$ cat config.mk
export PLATFORM = sky130hd
export DESIGN_NAME = qtr_emu
export DESIGN_NICKNAME = d
export VERILOG_FILES = /design/src/rtl/qtr_pkg.sv /design/src/rtl/qtr_tick.sv /design/src/rtl/qtr_emu.sv
export SDC_FILE = /design/constraint.sdc
export NUM_CORES = 1
export LEC_CHECK = 0
export BUFFER_PORTS_ARGS = -buffer_cell sky130_fd_sc_hd__buf_2
export CAP_MARGIN = 20
export CORE_MARGIN = 3
export CORE_UTILIZATION = 50
export DETAILED_ROUTE_END_ITERATION = 12
export GPL_ROUTABILITY_DRIVEN = 0
export PLACE_DENSITY = 0.68
export SYNTH_ARGS = -nofsm -noshare
export SYNTH_HDL_FRONTEND = slang
export SYNTH_SLANG_ARGS = --single-unit
export TNS_END_PERCENT = 50
$ cat constraint.sdc
create_clock -name clk -period 8.1 [get_ports clk]
set_input_delay 1.215 -clock clk [delete_from_list [all_inputs] [get_ports clk]]
set_output_delay 1.215 -clock clk [all_outputs]
set_load 0.05 [all_outputs]
$ cat src/rtl/qtr_pkg.sv
// Shared definitions for the QTR reflectance-sensor reader and its emulator.
package qtr_pkg;

  // Width of a sensor reading / decay value in 10 us units.
  localparam int VALUE_W = 8;

  // Pin-emulation states.
  typedef enum logic [1:0] {
    IDLE     = 2'd0,
    CHARGING = 2'd1,
    DECAY    = 2'd2
  } qtr_state_e;

  // Clock cycles per 10 us tick for a given clock rate in Hz.
  function automatic int ten_us_count(input int clk_frequency);
    return clk_frequency / 100_000;
  endfunction

endpackage

$ cat src/rtl/qtr_tick.sv
// 10 us prescaler: counts 0..TEN_US_COUNT-1 and emits a one-cycle tick on
// the last count. A synchronous clear holds it at zero and masks the tick.
module qtr_tick #(
  parameter int TEN_US_COUNT = 600
) (
  input  logic clk,
  input  logic reset,
  input  logic clr,
  output logic tick
);

  localparam int CNT_W = (TEN_US_COUNT > 1) ? $clog2(TEN_US_COUNT) : 1;
  localparam logic [CNT_W-1:0] LAST = CNT_W'(TEN_US_COUNT - 1);

  logic [CNT_W-1:0] cnt;

  // Free-running modulo counter, restarted from zero by clr.
  always_ff @(posedge clk) begin
    if (reset || clr) begin
      cnt <= '0;
    end else if (cnt == LAST) begin
      cnt <= '0;
    end else begin
      cnt <= cnt + 1'b1;
    end
  end

  assign tick = !clr && (cnt == LAST);

endmodule

$ cat src/rtl/qtr_emu.sv
// Far-end emulator for a QTR sensor pin. Watches the reader's pin drive and
// returns the level the reader would sense: a qualified charge followed by a
// release holds the line high for the latched decay time, then lets it fall.
module qtr_emu
  import qtr_pkg::*;
#(
  parameter int CLK_FREQUENCY     = 60_000_000,
  parameter int TEN_US_COUNT      = ten_us_count(CLK_FREQUENCY),
  parameter int MIN_CHARGE_CYCLES = 60
) (
  input  logic               clk,
  input  logic               reset,
  input  logic               en,
  input  logic [VALUE_W-1:0] decay,
  input  logic               host_out_en,
  input  logic               host_out_sig,
  output logic               sense,
  output logic               busy,
  output logic               done,
  output logic [15:0]        reads
);

  localparam int CHG_W = (MIN_CHARGE_CYCLES > 0) ? $clog2(MIN_CHARGE_CYCLES + 1) : 1;
  localparam logic [CHG_W-1:0] CHG_MIN = CHG_W'(MIN_CHARGE_CYCLES);

  logic               hen_meta, hen;
  logic               hsig_meta, hsig;
  qtr_state_e         state, state_nxt;
  logic [CHG_W-1:0]   chg_cnt, chg_cnt_nxt;
  logic [VALUE_W-1:0] dec_lat;
  logic [VALUE_W-1:0] tick_cnt;
  logic               tick;
  logic               tick_clr;
  logic               decay_end;
  logic               latch_decay;
  logic               sense_nxt;
  logic               done_nxt;

  // Two-flop synchronizers for the asynchronous host pin drive.
  always_ff @(posedge clk) begin
    if (reset) begin
      hen_meta  <= 1'b0;
      hen       <= 1'b0;
      hsig_meta <= 1'b0;
      hsig      <= 1'b0;
    end else begin
      // NOTE: non-blocking assignments make each stage sample the previous
      // stage's old value; blocking ones would collapse the chain to one flop.
      hen_meta  <= host_out_en;
      hen       <= hen_meta;
      hsig_meta <= host_out_sig;
      hsig      <= hsig_meta;
    end
  end

  // Prescaler runs only in DECAY, so the first DECAY cycle always sees zero.
  assign tick_clr = (state != DECAY);

  qtr_tick #(
    .TEN_US_COUNT(TEN_US_COUNT)
  ) u_tick (
    .clk  (clk),
    .reset(reset),
    .clr  (tick_clr),
    .tick (tick)
  );

  // Decay finishes on the cycle whose tick brings the count up to the latched
  // value, so the registered fall lands exactly decay*TEN_US_COUNT cycles in.
  assign decay_end = (dec_lat == '0) ||
                     (tick && (({1'b0, tick_cnt} + 1'b1) == {1'b0, dec_lat}));

  // Next-state, charge counter and output decode.
  always_comb begin
    // NOTE: every output of this block gets a default first so no path leaves
    // a signal unassigned, which would otherwise infer a latch.
    state_nxt   = state;
    chg_cnt_nxt = chg_cnt;
    latch_decay = 1'b0;
    done_nxt    = 1'b0;

    if (!en) begin
      state_nxt = IDLE;
    end else begin
      case (state)
        IDLE: begin
          if (hen && hsig) begin
            state_nxt   = CHARGING;
            chg_cnt_nxt = '0;
          end
        end
        CHARGING: begin
          if (hen && hsig) begin
            if (chg_cnt != CHG_MIN) chg_cnt_nxt = chg_cnt + 1'b1;
          end else if (hen) begin
            state_nxt = IDLE;
          end else if (chg_cnt >= CHG_MIN) begin
            state_nxt   = DECAY;
            latch_decay = 1'b1;
          end else begin
            state_nxt = IDLE;
          end
        end
        DECAY: begin
          if (hen && hsig) begin
            state_nxt   = CHARGING;
            chg_cnt_nxt = '0;
          end else if (hen) begin
            state_nxt = IDLE;
          end else if (decay_end) begin
            state_nxt = IDLE;
            done_nxt  = 1'b1;
          end
        end
        default: state_nxt = IDLE;
      endcase
    end

    // Host drive always wins; otherwise the line is high only while decaying.
    sense_nxt = hen ? hsig : (state_nxt == DECAY);
  end

  // State, counters and registered outputs.
  always_ff @(posedge clk) begin
    if (reset) begin
      state    <= IDLE;
      chg_cnt  <= '0;
      dec_lat  <= '0;
      tick_cnt <= '0;
      sense    <= 1'b0;
      busy     <= 1'b0;
      done     <= 1'b0;
      reads    <= '0;
    end else begin
      state   <= state_nxt;
      chg_cnt <= chg_cnt_nxt;
      if (latch_decay) dec_lat <= decay;
      if (state != DECAY) begin
        tick_cnt <= '0;
      end else if (tick) begin
        tick_cnt <= tick_cnt + 1'b1;
      end
      sense <= sense_nxt;
      busy  <= (state_nxt != IDLE);
      done  <= done_nxt;
      if (done_nxt) reads <= reads + 1'b1;
    end
  end

endmodule

==> out/metrics.yaml <==
yosys:
  synthDistinctLibCells: 51
  yosysTopAreaCellShare: 0.379
  synthTopCellsByCount: "dfxtp_1 (57), nor2_1 (56), nand3_1 (25), nor2b_1 (22), nand2_1 (19)"
  synth_top_area_cell: "dfxtp_1"
  ys.flop_type: "dfxtp_1"
  synth_area_leaders: "dfxtp_1 (38%), nor2_1 (7.0%), xor2_1 (5.2%), mux2_1 (4.9%), nor2b_1 (4.6%)"
  syn_area_mm2: 0.00301
  async_flop_share: 0
  synthXorXnorAreaFrac: 0.0757
  synth_top_family_by_area: "simple AND/OR/NAND/NOR gates"
  syn_nets: 360
  ys_seq_elements: 57
  synth_adder_area_share: 0.0208
  yosys.area_share.simple: 0.303
  yosysWarnings: 0
  synth_compound_area_frac: 0.100
  yosysMostFrequentCell: "dfxtp_1"
  synth_cells: 342
  synth_edf_count: 0
  synth.area.mux_share: 0.0931
  postSynthAreaPerCell_um2: 8.80
  yosysSeqAreaShare: 0.379
power_and_ir_drop:
  powerDensity_mw_per_mm2: 153
  ir_drop_v: 0.000109
  leakage_uw: 0.00127
place:
  place_area_mm2: 0.00321
  portBuffers: 31
  placedCellCount: 431
  hpwl_um: 4150
cts:
  clk_latency_ps: 330
  cts.clk_slew.worst_paths_ps: 60
  clock_path_buffers: 2
  cts_tree: "built"
  cts_hold_buf: 0
  post_cts.repair.setup_buffers: 0
  numCtsBuffers: 9
  cts_resized: 0
  htreeDepth: 3
  clockRootBuffer: "clkbuf_8"
  clock_sinks: 57
cells_and_area:
  fin_cells: 446
  drive_above_1_share: 0.176
  n_antenna_cell: 0
  fill_cells: 539
  syn2layout_area_growth_pct: 12.0
  final_net_count: 388
  design_area_mm2: 0.00337
route:
  drtAntennaViolNets: 0
  drt_drc_violations_left: 0
  drt_iter0_drc: 154
  wirelength_um: 5950
  vias: 2441
  dr.pass1.iters: 4
  viasPerCell: 5.47
  wl_per_cell_um: 13.3
sta:
  post-route-period-util: 0.393
  rsz0062_at_grt: "no"
  worst_pin_slew_ps: 1030
  skew_ps: 4.74
  slew_viol_final: 0
  period_needed_ps: 3180
  setup_viol: 0
  fmax_ghz: 0.314
  relSlewSlack: 0.308
  hold_violations: 0
  setup_tns_ps: 0
floorplanning:
  fp-row-count: 27
  die_area_mm2: 0.00698
  ioPinCount: 32
  fp.dieW_um: 83.6
  start_util: 0.530
  die_h_um: 83.6
  core_mm2: 0.00568
worst_setup_path:
  worstPathMaxFanout: 16
  crit_type: "register to register"
  cp.required_ps: 8310
  cp.arrival_ps: 3400
  reg2reg_slack_ps: 4920
  endpoint_kind: "register"
  critPathLaunchType: "register"
global_route:
  grt_max_degree: 54
  grt_pass1_wl_um: 10600
  grt_pass1_vias: 2228
  overflow: 0
  grt_usage: 0.182
  antenna_found_initial: 0
run_status:
  outcome: "completed"
hold_path:
  hold_class: "register to register"
job:
  cap_violations: 0
metal layers:
layer  track usage  vias up  wire (um)
li1              -     1255          -
met1         0.248     1133       2950
met2         0.275       38       2630
met3        0.0385       15        230
met4        0.0848        0        140
met5             0        -          0
area by class of cell:
cell class | count | area [um^2] | share of cell area
Multi-Input combinational cell | 265 | 1790 | 0.532
Sequential cell | 57 | 1140 | 0.339
Timing Repair Buffer | 32 | 163 | 0.0483
Clock inverter | 3 | 17.5 | 0.00520
Tap cell | 72 | 90.1 | 0.0267
Clock buffer | 12 | 145 | 0.0431
Inverter | 5 | 18.8 | 0.00557
flip-flops by register name, summed over array words and instances, names as in the netlist:
| signal | count |
|---|---|
| hsig | 1 |
| busy | 1 |
| chg_cnt | 6 |
| done | 1 |
| dec_lat | 8 |
| tick_cnt | 8 |
| hen_meta | 1 |
| state | 2 |
| u_tick.cnt | 10 |
| hsig_meta | 1 |
| hen | 1 |
| reads | 16 |
| sense | 1 |
critical path: stages, from the launching register on:
cell and delay, ps:
dfxtp_1 340, ha_1 240, nand4b_1 170, nor4b_4 560, o311ai_1 180, a2111o_1 690, o41ai_1 520, mux2_1 360
metrics by stage:
step           power [uW]  hold slack [ps]  utilization  setup slack, ps
2_1_floorplan         294              413            -             5400
3_3_place_gp          298              416        0.565             4960
3_5_place_dp          298              422        0.565             4880
4_1_cts               524              434        0.594             4890
5_1_grt               536              459        0.594             4660
6_report              515              430        0.594             4920
power by group:
group | internal, uW | switching [uW] | leakage [uW]
Combinational | 3.88 | 6.25 | 0.000724
Clock | 117 | 107 | 0.0000822
Sequential | 281 | 0.306 | 0.000460
Total | 402 | 113 | 0.00127
worst paths after layout:
| check | startpoint | to | depth (start not counted) |
|---|---|---|---|
| min | hsig_meta | hsig | 1 |
| max | u_tick.cnt[0] | reads[9] | 7 |
| min reg2reg | hsig_meta | hsig | 1 |
| max reg2reg | u_tick.cnt[0] | reads[9] | 7 |
kinds of logic (layout without fill, tap and decap cells):
| kind of cell | count (synthesis) | in the layout |
|---|---|---|
| AND/OR/NAND/NOR | 174 | 174 |
| flip-flops | 57 | 57 |
| AO/OA/AOI/OAI | 34 | 34 |
| XOR/XNOR | 26 | 26 |
| multiplexers | 26 | 26 |
| buffers and inverters | 20 | 52 |
| adder cells (fa/ha/maj) | 5 | 5 |
cells in the final DEF (no fill, tap or decap), drive strengths merged, types with 2 or more instances in the layout:
cell    Yosys  routed
inv         5       5
nand4       8       8
or3b        2       2
and3        9       9
xor2       18      18
nor4b       2       2
dfxtp      57      57
a31oi       2       2
nand2b      9       9
nor3b       2       2
ha          5       5
mux2       16      16
nand2      19      19
o31ai       7       7
xnor2       8       8
nor2b      22      22
o21ai       2       2
nand3      25      25
a21oi       5       5
nor2       56      56
buf         4      32
clkbuf     11      12
clkinv      0       2
o41ai       5       5
o32ai       3       3
and2        2       2
and4        3       3
or4         4       4
or2         6       6
mux2i      10      10
Power figures use the tool's default switching activity.
